File: src/rtl/wb_initiator_bridge.sv
// rtl/wb_initiator_bridge.sv - Wishbone classic initiator bridging a cmd/rsp valid-ready stream pair
module wb_initiator_bridge #(
    parameter int ADDR_W  = 32,
    parameter int DATA_W  = 32,
    parameter int TIMEOUT = 255
) (
    input  logic                  wb_clk_i,
    input  logic                  wb_rst_ni,
    input  logic                  cmd_valid,
    output logic                  cmd_ready,
    input  logic                  cmd_we,
    input  logic [ADDR_W-1:0]     cmd_addr,
    input  logic [DATA_W-1:0]     cmd_wdata,
    input  logic [DATA_W/8-1:0]   cmd_sel,
    output logic                  rsp_valid,
    input  logic                  rsp_ready,
    output logic [DATA_W-1:0]     rsp_rdata,
    output logic                  rsp_err,
    output logic                  wbm_cyc_o,
    output logic                  wbm_stb_o,
    output logic                  wbm_we_o,
    output logic [DATA_W/8-1:0]   wbm_sel_o,
    output logic [ADDR_W-1:0]     wbm_adr_o,
    output logic [DATA_W-1:0]     wbm_dat_o,
    input  logic [DATA_W-1:0]     wbm_dat_i,
    input  logic                  wbm_ack_i,
    output logic                  busy
);

    localparam int CNT_W = $clog2(TIMEOUT + 1);

    typedef enum logic [1:0] {
        IDLE = 2'd0,
        BUS  = 2'd1,
        RESP = 2'd2
    } state_t;

    state_t           state;
    state_t           state_next;
    logic [CNT_W-1:0] cnt;
    logic             timeout_hit;

    assign timeout_hit = (cnt == CNT_W'(TIMEOUT - 1));

    // Gated by reset so that every output reads 0 while reset is held.
    assign cmd_ready = (state == IDLE) && wb_rst_ni;
    assign busy      = (state != IDLE);

    always_ff @(posedge wb_clk_i or negedge wb_rst_ni) begin
        if (!wb_rst_ni) begin
            state <= IDLE;
        end else begin
            state <= state_next;
        end
    end

    always_comb begin
        state_next = state;
        case (state)
            IDLE:    if (cmd_valid) state_next = BUS;
            BUS:     if (wbm_ack_i || timeout_hit) state_next = RESP;
            RESP:    if (rsp_ready) state_next = IDLE;
            default: state_next = IDLE;
        endcase
    end

    always_ff @(posedge wb_clk_i or negedge wb_rst_ni) begin
        if (!wb_rst_ni) begin
            wbm_cyc_o <= 1'b0;
            wbm_stb_o <= 1'b0;
            wbm_we_o  <= 1'b0;
            wbm_sel_o <= '0;
            wbm_adr_o <= '0;
            wbm_dat_o <= '0;
            rsp_valid <= 1'b0;
            rsp_rdata <= '0;
            rsp_err   <= 1'b0;
            cnt       <= '0;
        end else begin
            case (state)
                IDLE: begin
                    if (cmd_valid) begin
                        wbm_cyc_o <= 1'b1;
                        wbm_stb_o <= 1'b1;
                        wbm_we_o  <= cmd_we;
                        wbm_sel_o <= cmd_sel;
                        wbm_adr_o <= cmd_addr;
                        wbm_dat_o <= cmd_wdata;
                        cnt       <= '0;
                    end
                end
                BUS: begin
                    // An ack on the timeout edge still completes the cycle normally.
                    if (wbm_ack_i) begin
                        wbm_cyc_o <= 1'b0;
                        wbm_stb_o <= 1'b0;
                        wbm_we_o  <= 1'b0;
                        rsp_rdata <= wbm_we_o ? '0 : wbm_dat_i;
                        rsp_err   <= 1'b0;
                        rsp_valid <= 1'b1;
                    end else if (timeout_hit) begin
                        wbm_cyc_o <= 1'b0;
                        wbm_stb_o <= 1'b0;
                        wbm_we_o  <= 1'b0;
                        rsp_rdata <= '0;
                        rsp_err   <= 1'b1;
                        rsp_valid <= 1'b1;
                    end else begin
                        cnt <= cnt + CNT_W'(1);
                    end
                end
                RESP: begin
                    if (rsp_ready) rsp_valid <= 1'b0;
                end
                default: ;
            endcase
        end
    end

endmodule
File: config.mk
export PLATFORM = sky130hd
export DESIGN_NAME = wb_initiator_bridge
export DESIGN_NICKNAME = d
export VERILOG_FILES = /design/src/rtl/wb_initiator_bridge.sv
export SDC_FILE = /design/constraint.sdc
export NUM_CORES = 1
export LEC_CHECK = 0
export CAP_MARGIN = 20
export CORE_MARGIN = 2
export CORE_UTILIZATION = 46
export CTS_BUF_LIST = sky130_fd_sc_hd__clkbuf_8
export DETAILED_ROUTE_END_ITERATION = 10
export PLACE_DENSITY = 0.95
export RECOVER_POWER = 25
export SLEW_MARGIN = 20
export SYNTH_ARGS = -nofsm -noshare
export SYNTH_HDL_FRONTEND = slang
export SYNTH_SLANG_ARGS = --single-unit
File: constraint.sdc
create_clock -name wb_clk_i -period 2.3 [get_ports wb_clk_i]
set_input_delay 0.46 -clock wb_clk_i [delete_from_list [all_inputs] [get_ports wb_clk_i]]
set_output_delay 0.46 -clock wb_clk_i [all_outputs]
set_load 0.1 [all_outputs]
==> run_results.csv <==
group,metric,value,unit
outcome,outcome,"finished, final reports clean",
critical_path,worstSetupPathType,"register to primary output",
sta,finalSetupViolations,0,
clock_network,cts_buffer_depth,2,
synthesis,yosysSeqAreaShare,60.6,%
floorplanning,die_x,105,µm
detailed_routing,wl_per_cell,14.5,µm
critical_path,crit_path_max_fanout,8,
place,port_buffers,212,
sta,hold_viol_final,0,
synthesis,synth_edf_count,0,
run,maxCapViolCount,0,
clock_network,cts_sinks,114,
grt,antenna_found_initial,0,
clock_network,numCtsBuffers,17,
sta,rsz0062_at_grt,"false",
clock_network,clkTransAtPathRegs,0.07,ns
detailed_routing,drc,0,
critical_path,endpoint_kind,"primary output",
synthesis,synth_area_per_cell,9.50,µm²
floorplanning,pin_count,213,
sta,tightest_slew,1.44,ns
floorplanning,die_area,11100,µm²
sta,fmax,495,MHz
synthesis,syn_inst,496,
detailed_routing,routed_wl,12400,µm
place,post-dp-hpwl,8870,µm
clock_network,insertion_delay,0.41,ns
cells_and_area,final_common_cell,"nand2_1",
clock_network,cts_resized,0,
min_path,worstHoldPathType,"register to register",
cells_and_area,drive_gt1_share,21.1,%
detailed_routing,ant_nets,0,
critical_path,required,1.84,ns
synthesis,ys_ff_latch,114,
min_path,hold_path_startpoint,"wbm_sel_o[1]$_DFFE_PN0P_",
detailed_routing,vias_per_cell,4.81,
min_path,hold_path_end,"wbm_sel_o[1]$_DFFE_PN0P_",
detailed_routing,drt_iter0_drc,172,
sta,period_share,87.8,%
critical_path,r2r_setup_slack,0.53,ns
grt,grt-ovfl-total,0,
grt,track_usage,23.1,%
cells_and_area,diodes,0,
place,gp_congestion,0.814,
cells_and_area,fin_nets,816,
min_path,hold_path_depth,2,
clock_network,holdBufCountCts,0,
floorplanning,coreArea,9860,µm²
synthesis,synth_nets,604,
sta,fin_worst_skew,0.00751,ns
sta,final-max-slew-violation-count,0,
synthesis,yosysUniqueCellTypes,37,
place,dpl_worst_slack,0.409,ns
clock_network,cts-root-buf,"clkbuf_8",
grt,grt_pass1_wl,20300,µm
synthesis,ys_async_sr_fraction,100,%
critical_path,r2r-start,"state[0]$_DFFE_PN0P_",
synthesis,synth_flop_cell,"dfrtp_1",
grt,grt_pass1_vias,4348,
detailed_routing,vias,4106,
detailed_routing,drt_pass1_iterations,6,
synthesis,netlist_area,4710,µm²
cells_and_area,layout_common_cells,"243 x nand2_1, 114 x dfrtp_1, 109 x buf_4",
clock_network,cts_tree,"built",
clock_network,postCtsSetupBuffers,0,
critical_path,cp-start-kind,"register",
sta,max_slew_margin,3.78,%
sta,finalCriticalPeriod,2.02,ns
synthesis,yosys_warnings,0,
critical_path,rr_endpoint,"wbm_adr_o[24]$_DFFE_PN0P_",
floorplanning,fp.dieH,105,µm
sta,setup_tns,0,ns
critical_path,worstRegToRegCells,5,
floorplanning,start_util,47.8,%
critical_path,cp.arrival,1.56,ns
grt,grt_max_degree,61,
cells_and_area,area_growth,51.6,%
clock_network,htree_levels,4,
floorplanning,rows,36,
sta,fin_ws,0.282,ns
## worst max-delay path by stage
stage / startpoint / to / depth (start not counted)
after floorplan: state[0]$_DFFE_PN0P_ / cmd_ready / 2
after global placement: cmd_valid / wbm_adr_o[2]$_DFFE_PN0P_ / 5
after detailed placement: cmd_valid / wbm_adr_o[26]$_DFFE_PN0P_ / 5
after CTS: state[0]$_DFFE_PN0P_ / cmd_ready / 3
after global routing: state[0]$_DFFE_PN0P_ / cmd_ready / 3
final: state[0]$_DFFE_PN0P_ / cmd_ready / 3
## layer usage
layer | vias up | track usage [%] | wire (µm)
met2 | 168 | 39.4 | 6400
li1 | 1945 | - | -
met1 | 1964 | 27.0 | 4890
met4 | 0 | 10.4 | 329
met5 | - | 0 | 0
met3 | 29 | 6.55 | 792
## state kept, by name, indices dropped and copies added, names as in the netlist
register   cells
state          2
wbm_stb_o      1
rsp_err        1
rsp_valid      1
rsp_rdata     32
wbm_sel_o      4
wbm_dat_o     32
wbm_adr_o     32
wbm_we_o       1
cnt            8
## critical path, stage by stage (launching register included)
cell	delay, ns
dfrtp_1	0.45
nor2_1	0.28
and2_1	0.23
buf_12	0.19
## layout make-up
cell class	count	area (µm²)
flip-flops and latches	114	2850
fillers	663	2730
repair buffers	219	1930
multi-input cells	321	1570
clock buffers	20	275
clock inverters	12	210
well taps	133	166
inverters	35	131
## through the flow
stage / hold WS [ns] / utilization, % / instances / cell area [µm²]
after global placement: 0.461 / 67.5 / 822 / 6660
final: 0.478 / 72.4 / 854 / 7140
after global routing: 0.507 / 72.4 / 854 / 7140
after CTS: 0.201 / 72.5 / 854 / 7150
after floorplan: 0.164 / - / 496 / 4710
after detailed placement: 0.464 / 67.5 / 822 / 6660
## cells by family (layout without fill, tap and decap cells)
family          count (synthesis)  in the layout  share of synthesized area, %
fa+ha+maj                       2              2                         0.531
flops                         114            114                          60.6
buf+inv                        61            286                          6.24
compound gates                 18             18                          2.68
mux                            33             33                          7.01
simple gates                  266            266                          22.6
xor+xnor                        2              2                         0.372
## synth_stat cells, types with 2 or more instances
library cell  count  share of area (%)
a21o_1            2               0.32
a31oi_1           2               0.27
and2_1            3               0.40
buf_1             5               0.40
buf_12            2               0.85
buf_2             5               0.53
buf_8             2               0.64
clkbuf_1         11               0.88
dfrtp_1         114                 61
ha_1              2               0.53
inv_1            35                2.8
mux2i_1          33                7.0
nand2_1         244                 19
nand3_1           4               0.42
nor2_1            4               0.32
nor2b_1           2               0.27
o21ai_0           4               0.42
o21ai_1           2               0.21
xor2_1            2               0.37
Power is not shown: default switching activity piles up to over one toggle a cycle in this logic, so the estimate is an artifact.
